==> src/rtl/bp_common_cfg_link_pkg.sv <==
// -----------------------------------------------------------------------------
// bp_common_cfg_link_pkg
//   Shared definitions for the configuration loader. It holds the
//   configuration-register map, the table of processor configurations and the
//   loader state encoding.
//
//   Contents
//     bp_params_e            : processor configuration selector
//     bp_proc_param_s        : per-configuration sizing record
//     all_cfgs_gp            : sizing record for each bp_params_e value
//     cfg_reg_*_gp           : configuration register addresses
//     cfg_ucode_base_gp      : base address of the CCE microcode window
//     bp_cfg_loader_state_e  : loader FSM states
// -----------------------------------------------------------------------------
package bp_common_cfg_link_pkg;

   typedef enum logic [1:0] {
      e_bp_inv_cfg         = 2'd0,
      e_bp_single_core_cfg = 2'd1,
      e_bp_dual_core_cfg   = 2'd2
   } bp_params_e;

   typedef struct packed {
      int num_core;
      int cfg_core_width;
      int cfg_addr_width;
      int cfg_data_width;
      int num_cce_instr_ram_els;
   } bp_proc_param_s;

   // Indexed by bp_params_e. The default selector e_bp_inv_cfg maps to a
   // minimal single-core system so an unparameterised instance still builds.
   localparam bp_proc_param_s all_cfgs_gp [3] = '{
      '{1, 1, 16, 32, 256},   // e_bp_inv_cfg
      '{1, 1, 16, 32, 256},   // e_bp_single_core_cfg
      '{2, 1, 16, 32, 256}    // e_bp_dual_core_cfg
   };

   localparam logic [15:0] cfg_reg_freeze_gp   = 16'h0001;
   localparam logic [15:0] cfg_reg_core_id_gp  = 16'h0002;
   localparam logic [15:0] cfg_reg_cce_mode_gp = 16'h0003;
   localparam logic [15:0] cfg_ucode_base_gp   = 16'h8000;

   typedef enum logic [2:0] {
      e_reset    = 3'd0,
      e_freeze   = 3'd1,
      e_core_id  = 3'd2,
      e_ucode_rd = 3'd3,
      e_ucode_wr = 3'd4,
      e_cce_mode = 3'd5,
      e_unfreeze = 3'd6,
      e_done     = 3'd7
   } bp_cfg_loader_state_e;

endpackage

==> src/rtl/bp_cfg_loader.sv <==
// -----------------------------------------------------------------------------
// bp_cfg_loader
//   Walks every core through a fixed configuration sequence after reset:
//   freeze, core id, (optional) CCE microcode load, CCE mode, unfreeze.
//   Writes use a valid/ready handshake; the request is held stable until
//   it is accepted.
//
//   Build option
//     BP_CFG_LOADER_UCODE_EN : when defined, the microcode is streamed from an
//                              external synchronous ROM into the cfg window at
//                              cfg_ucode_base_gp. When undefined, each core
//                              gets exactly four writes and the ROM port is
//                              inert.
//
//   Ports
//     clk_i        in   clock
//     reset_i      in   synchronous active-high reset
//     cfg_v_o      out  config write valid
//     cfg_core_o   out  target core of the write
//     cfg_addr_o   out  config register address
//     cfg_data_o   out  config write data
//     cfg_ready_i  in   consumer accepts the write this cycle
//     ucode_addr_o out  microcode ROM read address
//     ucode_data_i in   microcode ROM data, one cycle after the address
//     done_o       out  every core configured (sticky until reset)
// -----------------------------------------------------------------------------
module bp_cfg_loader
   import bp_common_cfg_link_pkg::*;
#(
   parameter  bp_params_e     cfg_p                 = e_bp_inv_cfg,
   localparam bp_proc_param_s proc_param_lp         = all_cfgs_gp[cfg_p],
   localparam int             num_core              = proc_param_lp.num_core,
   localparam int             cfg_core_width        = proc_param_lp.cfg_core_width,
   localparam int             cfg_addr_width        = proc_param_lp.cfg_addr_width,
   localparam int             cfg_data_width        = proc_param_lp.cfg_data_width,
   localparam int             num_cce_instr_ram_els = proc_param_lp.num_cce_instr_ram_els,
   localparam int             ucode_addr_width      = (num_cce_instr_ram_els > 1)
                                                      ? $clog2(num_cce_instr_ram_els) : 1
) (
   input  logic                        clk_i,
   input  logic                        reset_i,
   output logic                        cfg_v_o,
   output logic [cfg_core_width-1:0]   cfg_core_o,
   output logic [cfg_addr_width-1:0]   cfg_addr_o,
   output logic [cfg_data_width-1:0]   cfg_data_o,
   input  logic                        cfg_ready_i,
   output logic [ucode_addr_width-1:0] ucode_addr_o,
   input  logic [cfg_data_width-1:0]   ucode_data_i,
   output logic                        done_o
);

   bp_cfg_loader_state_e        state_r, state_n;
   logic [cfg_core_width-1:0]   core_r, core_n;

`ifdef BP_CFG_LOADER_UCODE_EN
   logic [ucode_addr_width-1:0] idx_r, idx_n;
   logic                        wr_first_r;
   logic [cfg_data_width-1:0]   ucode_data_r;
`endif

   // NOTE: state registers use non-blocking assignments so every flop samples
   // the pre-edge value of its neighbours, regardless of process ordering.
   always_ff @(posedge clk_i) begin
      if (reset_i) begin
         state_r    <= e_reset;
         core_r     <= '0;
`ifdef BP_CFG_LOADER_UCODE_EN
         idx_r      <= '0;
         wr_first_r <= 1'b0;
`endif
      end else begin
         state_r    <= state_n;
         core_r     <= core_n;
`ifdef BP_CFG_LOADER_UCODE_EN
         idx_r      <= idx_n;
         // High only in the first e_ucode_wr cycle, when the ROM output is
         // live for the address presented during e_ucode_rd.
         wr_first_r <= (state_r == e_ucode_rd);
`endif
      end
   end

`ifdef BP_CFG_LOADER_UCODE_EN
   // NOTE: pure datapath holding register, deliberately left out of reset;
   // it is only observed after wr_first_r has loaded it.
   always_ff @(posedge clk_i) begin
      if (wr_first_r) ucode_data_r <= ucode_data_i;
   end

   assign ucode_addr_o = idx_r;
`else
   logic unused_ucode;
   assign unused_ucode = ^ucode_data_i;
   assign ucode_addr_o = '0;
`endif

   assign cfg_core_o = core_r;
   assign done_o     = (state_r == e_done);

   // NOTE: every output of this block is given a default first, so no path
   // through the case statement can leave one unassigned and infer a latch.
   always_comb begin
      state_n    = state_r;
      core_n     = core_r;
      cfg_v_o    = 1'b0;
      cfg_addr_o = '0;
      cfg_data_o = '0;
`ifdef BP_CFG_LOADER_UCODE_EN
      idx_n      = idx_r;
`endif
      case (state_r)
         e_reset: state_n = e_freeze;

         e_freeze: begin
            cfg_v_o    = 1'b1;
            cfg_addr_o = cfg_addr_width'(cfg_reg_freeze_gp);
            cfg_data_o = cfg_data_width'(1);
            if (cfg_ready_i) state_n = e_core_id;
         end

         e_core_id: begin
            cfg_v_o    = 1'b1;
            cfg_addr_o = cfg_addr_width'(cfg_reg_core_id_gp);
            cfg_data_o = cfg_data_width'(core_r);
`ifdef BP_CFG_LOADER_UCODE_EN
            if (cfg_ready_i) state_n = e_ucode_rd;
`else
            if (cfg_ready_i) state_n = e_cce_mode;
`endif
         end

`ifdef BP_CFG_LOADER_UCODE_EN
         e_ucode_rd: state_n = e_ucode_wr;

         e_ucode_wr: begin
            cfg_v_o    = 1'b1;
            cfg_addr_o = cfg_addr_width'(cfg_ucode_base_gp + 16'(idx_r));
            cfg_data_o = wr_first_r ? ucode_data_i : ucode_data_r;
            if (cfg_ready_i) begin
               if (idx_r == ucode_addr_width'(num_cce_instr_ram_els - 1)) begin
                  idx_n   = '0;
                  state_n = e_cce_mode;
               end else begin
                  idx_n   = idx_r + 1'b1;
                  state_n = e_ucode_rd;
               end
            end
         end
`endif

         e_cce_mode: begin
            cfg_v_o    = 1'b1;
            cfg_addr_o = cfg_addr_width'(cfg_reg_cce_mode_gp);
            cfg_data_o = cfg_data_width'(1);
            if (cfg_ready_i) state_n = e_unfreeze;
         end

         e_unfreeze: begin
            cfg_v_o    = 1'b1;
            cfg_addr_o = cfg_addr_width'(cfg_reg_freeze_gp);
            cfg_data_o = '0;
            if (cfg_ready_i) begin
               if (core_r == cfg_core_width'(num_core - 1)) begin
                  state_n = e_done;
               end else begin
                  core_n  = core_r + 1'b1;
                  state_n = e_freeze;
               end
            end
         end

         e_done: state_n = e_done;

         default: state_n = e_reset;
      endcase
   end

endmodule

==> config.mk <==
export PLATFORM = sky130hd
export DESIGN_NAME = bp_cfg_loader
export DESIGN_NICKNAME = d
export VERILOG_FILES = /design/src/rtl/bp_common_cfg_link_pkg.sv /design/src/rtl/bp_cfg_loader.sv
export SDC_FILE = /design/constraint.sdc
export NUM_CORES = 1
export LEC_CHECK = 0
export BUFFER_PORTS_ARGS = -buffer_cell sky130_fd_sc_hd__buf_2
export CELL_PAD_IN_SITES_DETAIL_PLACEMENT = 0
export CELL_PAD_IN_SITES_GLOBAL_PLACEMENT = 1
export CORE_MARGIN = 2
export CORE_UTILIZATION = 17
export CTS_CLUSTER_DIAMETER = 80
export DETAILED_ROUTE_END_ITERATION = 10
export GPL_TIMING_DRIVEN = 0
export PLACE_DENSITY_LB_ADDON = 0.1
export REMOVE_ABC_BUFFERS = 1
export SLEW_MARGIN = 30
export SYNTH_ARGS = -nofsm -noshare
export SYNTH_HDL_FRONTEND = slang
export SYNTH_SLANG_ARGS = --single-unit
==> constraint.sdc <==
create_clock -name clk_i -period 1.6 [get_ports clk_i]
set_input_delay 0.48 -clock clk_i [delete_from_list [all_inputs] [get_ports clk_i]]
set_output_delay 0.48 -clock clk_i [all_outputs]
set_load 0.03 [all_outputs]
==> results of run 1 <==
==> path summary, 6_finish.rpt <==
kind	slack [ns]	cells after the start	to	from
setup reg to reg	0.31	6	state_r[1]	state_r[0]
setup / recovery	-0.09	4	cfg_addr_o[1]	state_r[0]
hold reg to reg	0.57	2	flop	flop
hold / removal	0.45	2	state_r[0]	reset_i
==> Yosys cell counts (all sizes together) <==
cell type  number
o21bai          1
conb            1
dfxtp           3
ha              4
a311oi          1
nand2b          1
a21oi           3
and2            1
mux2            1
inv             4
nand3           1
a21o            1
nand2           1
o211ai          1
o21ba           1
buf            54
o21ai           1
==> cell families after synthesis <==
| logic type | count (synthesis) | share of synthesized area [%] |
|---|---|---|
| fa+ha+maj | 4 | 7.767 |
| mux | 1 | 1.747 |
| simple gates | 4 | 3.301 |
| other cells | 1 | 0.5820 |
| compound gates | 9 | 12.04 |
| buf+inv | 58 | 65.24 |
| flops | 3 | 9.321 |
==> where the power goes <==
part,switching [mW],internal (mW)
combinational,0.411,0.247
clock,0.0454,0.170
sequential,0.0432,0.106
total,0.499,0.522
==> layout make-up <==
| class | count | area (µm²) |
|---|---|---|
| clock buffer | 4 | 45.04 |
| fill | 412 | 2940 |
| inverter | 4 | 17.52 |
| multi-input combinational | 72 | 406.6 |
| sequential | 3 | 67.56 |
| tap | 48 | 60.06 |
| timing repair buffer | 15 | 123.9 |
==> layout by cell type (no fill, tap or decap), drive strengths merged <==
| master | instances |
|---|---|
| o21ba | 1 |
| nand3 | 1 |
| conb | 54 |
| a311oi | 1 |
| and2 | 1 |
| dfxtp | 3 |
| o21bai | 1 |
| inv | 4 |
| o21ai | 1 |
| nand2 | 1 |
| o211ai | 1 |
| mux2 | 1 |
| a21oi | 3 |
| a21o | 1 |
| nand2b | 1 |
| clkbuf | 4 |
| buf | 15 |
| ha | 4 |
==> stage by stage <==
step,hold WS (ns),setup WS (ns),total power [mW],setup TNS [ns]
2_1_floorplan,0.4986,-0.0007987,0.5258,-0.0007987
3_3_place_gp,0.5742,-0.2303,0.6078,-0.4335
3_5_place_dp,0.5540,-0.2195,0.6032,-0.4093
4_1_cts,0.4426,-0.09423,1.010,-0.1104
5_1_grt,0.4522,-0.1299,1.100,-0.1952
6_report,0.4451,-0.08642,1.021,-0.09348
==> repair_timing <==
action / 4_1_cts / 5_1_grt
resized for setup: 23 / 2
hold buffers: 0 / 0
setup buffers: 7 / 1
pin swaps: 3 / 0
setup endpoints to repair: 5 / 4
==> metal layers <==
metal	share of wire, %	up-vias	track usage (%)
met5	0	-	0
met4	0	0	1.563
met3	12	0	1.370
met2	48	36	6.505
met1	40	172	5.155
li1	-	179	-
==> flow_metrics.tcl, run 1 <==
set metrics [dict create \
    status "complete, but fails checks" \
    violations "negative setup slack" \
    rsz0062_at_grt "true" \
    crit_path_top_delay_cell "dfxtp_4" \
    design_area_um2 720.7 \
    worstSetupPathType "reg2out" \
    hold_path.class "in2reg" \
    final_nets 138 \
    critical-path-top-delay-family "flip-flops" \
    worstSkewPairLatency_ns 0.21 \
    wl_per_cell_um 6.151 \
    vdd_drop_max_uv 381.2 \
    min_period_over_period_pct 105.4 \
    syn_inst 80 \
    ctsHtreeMaxLevel 1 \
    track_usage_pct 4.116 \
    grt_overflow 0 \
    n_antenna_cell 0 \
    firstDrtPassIters 2 \
    die_y_um 65.57 \
    final_util_pct 19.69 \
    required_ns 1.12 \
    drv_slew 0 \
    cp-start-kind "flop" \
    dieArea_um2 4299 \
    crit_buf_inv 2 \
    grt_pass1_wl_um 1366 \
    leakage_nw 0.3890 \
    cts_root_buf "clkbuf_8" \
    gp_congestion 0.5642 \
    die_w_um 65.57 \
    crit_arrival_ns 1.21 \
    path_max_fanout 4 \
    drt_wl_total_um 898 \
    drive_gt1_share_pct 30.61 \
    synth.area.top_cells "buf_4 (63%), dfxtp_1 (9.3%), ha_1 (7.8%)" \
    drtIter0Drc 3 \
    slowest_delay_ns 0.39 \
    avgSynthCellArea_um2 8.055 \
    core-area_um2 3661 \
    rows 22 \
    antenna_found_initial 0 \
    hold_viol 0 \
    power_density_nw_per_um2 1417 \
    yosysWarnings 0 \
    drc 0 \
    crit_chain "inv_4 -> ha_4 -> mux2_4 -> buf_6" \
    yosysUniqueCellTypes 18 \
    fin_crit_ns 1.686 \
    setup_ws_ns -0.08642 \
    synth-seq-cells 3 \
    vias 387 \
    fin_worst_skew_ns 0.001971 \
    synth_top_area_share_pct 62.91 \
    instances_no_fill 146 \
    io_buffer_count 7 \
    hpwlAfterDp_um 671.7 \
    cts.sinks 3 \
    crit_path_end_kind "output pin" \
    via_per_inst 2.651 \
    cts_tree "built" \
    pin_count 94 \
    drv_cap 0 \
    dpl_cell_area_um2 533.0 \
    area_growth_pct 11.84 \
    grt_pass1_vias 297 \
    cts_buffers 3 \
    grt_max_degree 7 \
    yosysTopAreaCell "buf_4" \
    ant_nets 0 \
    path_clk_slew_ns 0.03 \
    synth_area_um2 644.4 \
    finalSetupViolCount 2 \
    max_freq_mhz 593.0 \
    clock_path_buffers 2 \
    ys_seq_area_share_pct 9.320 \
    initial_core_util_pct 17.60 \
    post-place-cells 134 \
]
Note: power is estimated with default switching activity, not from simulation.
==> run 2, diff against run 1 <==
--- a/config.mk
+++ b/config.mk
@@ -12,7 +12,6 @@
 export CORE_UTILIZATION = 17
 export CTS_CLUSTER_DIAMETER = 80
 export DETAILED_ROUTE_END_ITERATION = 10
-export GPL_TIMING_DRIVEN = 0
 export PLACE_DENSITY_LB_ADDON = 0.1
 export REMOVE_ABC_BUFFERS = 1
 export SLEW_MARGIN = 30
==> run 2 against run 1 <==
- the flow still finishes with violations (negative setup slack)
- highest routed layer unchanged
- critical endpoint unchanged
- sequential share of layout area down 0.55 points
- clock skew down 0.0012 ns
- cell area rose by 2.3%
==> flow_metrics.tcl, run 2 (synthesis results as in run 1) <==
set metrics [dict create \
    setup.worst_path.end "cfg_addr_o[1]" \
    rsz0062_at_grt "true" \
    grt_max_degree 6 \
    drv_slew 0 \
    wl_per_cell_um 6.081 \
    grt_pass1_vias 269 \
    cts_tree "built" \
    hold_viol 0 \
    max_freq_mhz 593.3 \
    setup_ws_ns -0.08535 \
    path_max_fanout 3 \
    drtIter0Drc 0 \
    final_nets 140 \
    status "complete, but fails checks" \
    timing.rr.end "state_r[1]" \
    final_common_cell "conb_1" \
    firstDrtPassIters 1 \
    gp_congestion 0.5546 \
    crit_start "state_r[0]" \
    drt_wl_total_um 900 \
    track_usage_pct 3.971 \
    path_clk_slew_ns 0.03 \
    min_period_over_period_pct 105.3 \
    fin_crit_ns 1.685 \
    cts_buffers 3 \
    die_y_um 65.57 \
    grt_pass1_wl_um 1255 \
    grt_overflow 0 \
    leakage_nw 0.3988 \
    cts_hold_buffers 0 \
    vdd_drop_max_uv 322.5 \
    timing.rr.start "state_r[0]" \
    antenna_found_initial 0 \
    finalSetupViolCount 2 \
    whs_ns 0.4545 \
    r2r_slack_ns 0.29 \
    drv_cap 0 \
    cts.sinks 3 \
    pin_count 94 \
    violations "negative setup slack" \
    power_density_nw_per_um2 1418 \
    crit_arrival_ns 1.21 \
    cts_root_buf "clkbuf_8" \
    initial_core_util_pct 17.60 \
    n_antenna_cell 0 \
    via_per_inst 2.649 \
    dieArea_um2 4299 \
    drive_gt1_share_pct 33.00 \
    ctsHtreeMaxLevel 1 \
    ant_nets 0 \
    die_w_um 65.57 \
    worstSkewPairLatency_ns 0.21 \
    reg2regPathDepth 6 \
    core-area_um2 3661 \
    drc 0 \
    clock_path_buffers 2 \
    fin_worst_skew_ns 0.0007548 \
    crit_path_end_kind "output pin" \
    hpwlAfterDp_um 739.7 \
    io_buffer_count 7 \
    cp-start-kind "flop" \
    hold_path.class "in2reg" \
    n_fill_cell 428 \
    vias 392 \
    rows 22 \
    instances_no_fill 148 \
    post-place-cells 142 \
    area_growth_pct 14.37 \
    worstSetupPathType "reg2out" \
    mostFrequentLayoutCells "conb_1 (54), buf_4 (8), buf_6 (6)" \
    required_ns 1.12 \
]
-- run 2: worst min path at each step --
stage	start	end	slack, ns	cells after the start
4_1_cts	reset_i	state_r[0]	0.45	2
5_1_grt	reset_i	state_r[0]	0.46	2
2_1_floorplan	flop	flop	0.50	2
3_3_place_gp	state_r[1]	state_r[1]	0.64	2
6_report	reset_i	state_r[0]	0.45	2
3_5_place_dp	state_r[1]	state_r[1]	0.63	2
-- run 2: cell type report --
class | instances | area, µm² | area share, %
flip-flops and latches | 3 | 65.06 | 8.829
clock buffers | 4 | 45.04 | 6.112
well taps | 48 | 60.06 | 8.149
repair buffers | 17 | 142.6 | 19.35
inverters | 4 | 15.01 | 2.037
multi-input cells | 72 | 409.1 | 55.52
-- run 2: critical path, stage by stage (launching register included) --
cell     delay, ns
dfxtp_2       0.33
buf_6         0.12
ha_4          0.15
mux2_4        0.26
buf_6         0.14
-- run 2: per-stage QoR --
step           util [%]  cell area (µm²)  setup WS, ns  setup TNS, ns  total power, mW
2_1_floorplan         -            437.9    -0.0007987     -0.0007987           0.5258
3_3_place_gp      16.20            593.1      -0.04689       -0.04689           0.6921
3_5_place_dp      16.20            593.1      -0.02719       -0.02719           0.6864
4_1_cts           20.13            737.0      -0.09431        -0.1228            1.047
5_1_grt           20.13            737.0       -0.1223        -0.2280            1.124
6_report          20.13            737.0      -0.08535        -0.1056            1.045
-- run 2: what timing repair did --
item	in CTS	in global routing
buffers inserted	2	0
gates resized for setup	24	0
endpoints found under the setup margin	5	5
cloned	0	0
pin swaps	3	0
-- run 2: metal layers --
layer / track usage (%) / routed length (µm) / vias to the layer above
met1: 4.531 / 351 / 172
li1: - / - / 182
met3: 2.740 / 123 / 0
met2: 6.122 / 425 / 38
met5: 0 / 0 / -
met4: 0.7813 / 0 / 0
-- run 2: power by group --
part | total (mW) | switching [mW] | internal, mW
logic | 0.698 | 0.430 | 0.268
clock network | 0.217 | 0.0473 | 0.170
registers | 0.130 | 0.0273 | 0.103
total | 1.05 | 0.504 | 0.541
==> run 3, diff against run 2 <==
--- a/config.mk
+++ b/config.mk
@@ -8,6 +8,7 @@
 export BUFFER_PORTS_ARGS = -buffer_cell sky130_fd_sc_hd__buf_2
 export CELL_PAD_IN_SITES_DETAIL_PLACEMENT = 0
 export CELL_PAD_IN_SITES_GLOBAL_PLACEMENT = 1
+export CORE_ASPECT_RATIO = 0.6
 export CORE_MARGIN = 2
 export CORE_UTILIZATION = 17
 export CTS_CLUSTER_DIAMETER = 80
==> run 3 against run 2 <==
- the flow still finishes with violations (negative setup slack)
- register-to-register slack got worse by 0.17 ns
- power grew 4.0%
- non-clock buffer count up 3
- worst hold slack worse by 0.0018 ns
- sequential share of layout area down 0.45 points
- combinational power grew 6.3%
- cell area is 1.4% higher
- clock skew is essentially flat
- largest cell class unchanged
==> flow_metrics.tcl, run 3 (synthesis results as in run 1) <==
set metrics [dict create \
    status "complete, but fails checks" \
    violations "negative setup slack" \
    crit_path_end_kind "output pin" \
    fin_crit_ns 1.688 \
    worstSkewPairLatency_ns 0.22 \
    ctsHtreeMaxLevel 1 \
    clock_path_buffers 2 \
    vias 395 \
    hold_viol 0 \
    dieArea_um2 4315 \
    crit_arrival_ns 1.21 \
    grt_pass1_vias 266 \
    drtIter0Drc 8 \
    grt_overflow 0 \
    grt_pass1_wl_um 1131 \
    die_y_um 51.69 \
    initial_core_util_pct 17.61 \
    pin_count 94 \
    cts_buffers 3 \
    track_usage_pct 3.584 \
    setup_ws_ns -0.08818 \
    hold_path.class "in2reg" \
    r2r_slack_ns 0.12 \
    firstDrtPassIters 2 \
    drive_gt1_share_pct 32.04 \
    power_density_nw_per_um2 1455 \
    vdd_drop_max_uv 376.8 \
    fin_worst_skew_ns 0.0007168 \
    required_ns 1.12 \
    cts_hold_buffers 0 \
    path_max_fanout 3 \
    leakage_nw 0.4151 \
    reg2regPathDepth 7 \
    drv_cap 0 \
    n_antenna_cell 0 \
    die_w_um 83.48 \
    drv_slew 0 \
    ant_nets 0 \
    gp_congestion 0.7393 \
    drt_wl_total_um 884 \
    antenna_found_initial 0 \
    min_from "reset_i" \
    worstSetupPathType "reg2out" \
    io_buffer_count 7 \
    place_ws_ns 0.008177 \
    mostFrequentLayoutCells "conb_1 (54), buf_4 (11), buf_6 (7)" \
    cp-start-kind "flop" \
    cts_tree "built" \
    wl_per_cell_um 5.893 \
    min_period_over_period_pct 105.5 \
    rows 17 \
    whs_endpoint "state_r[0]" \
    grt_max_degree 6 \
    rsz0062_at_grt "true" \
    path_clk_slew_ns 0.03 \
    timing.rr.end "state_r[1]" \
    finalSetupViolCount 3 \
    final_common_cell "conb_1" \
    final_util_pct 20.42 \
    cts_root_buf "clkbuf_8" \
    n_fill_cell 424 \
    hpwlAfterDp_um 708.4 \
    final_nets 143 \
    whs_path_depth 2 \
    timing.rr.start "state_r[1]" \
    core-area_um2 3659 \
    max_freq_mhz 592.4 \
    drc 0 \
    via_per_inst 2.633 \
    cts.sinks 3 \
    area_growth_pct 15.92 \
]
[run 3: area by class of cell]
type,instances,area [µm²],share of cell area (%)
multi-input combinational,72,394.1,52.76
timing repair buffer,20,171.4,22.95
tap,47,58.81,7.873
clock buffer,4,45.04,6.030
inverter,4,15.01,2.010
sequential,3,62.56,8.375
[run 3: worst max path at each step]
stage / to / from / cells after the start
after CTS: cfg_addr_o[1] / state_r[1] / 4
final: cfg_addr_o[1] / state_r[1] / 4
after global placement: cfg_addr_o[1] / state_r[1] / 4
after floorplan: cfg_addr_o[1] / state_r[0] / 3
after detailed placement: cfg_addr_o[1] / state_r[0] / 4
after global routing: cfg_addr_o[1] / state_r[0] / 4
[run 3: stage by stage]
step	cells	total power, mW	instance area (µm²)	hold slack (ns)	setup TNS [ns]
after detailed placement	141	0.6867	591.8	0.6104	0
after global placement	141	0.6946	591.8	0.6263	0
after global routing	150	1.162	747.0	0.4503	-0.2642
after CTS	147	1.047	718.2	0.4482	-0.2034
after floorplan	79	0.5258	437.9	0.4986	-0.0007987
final	150	1.087	747.0	0.4527	-0.1556
[run 3: layer usage]
metal  wire length [µm]  vias to the layer above  track usage, %  part of all wire [%]
met3                103                        2          0.9524                    12
met4                 26                        0           4.032                   2.9
li1                   -                      188               -                     -
met5                  0                        -               0                     0
met1                336                      171           3.901                    38
met2                418                       34           5.511                    47
[run 3: repair_timing]
action / CTS / global route
endpoints found under the setup margin: 4 / 4
resized for setup: 19 / 3
buffers inserted: 2 / 3
pin swaps: 1 / 2
[run 3: where the power goes]
group	internal, mW	switching [mW]	total (mW)	leakage (nW)
Sequential	0.100	0.0179	0.118	0.0253
Clock	0.170	0.0562	0.227	0.0228
Combinational	0.307	0.435	0.742	0.367
Total	0.577	0.509	1.09	0.415
[run 3: critical path, stage by stage (launching register included)]
cell and delay (ns):
dfxtp_2 0.31, buf_6 0.12, ha_4 0.15, mux2_4 0.27, buf_6 0.14
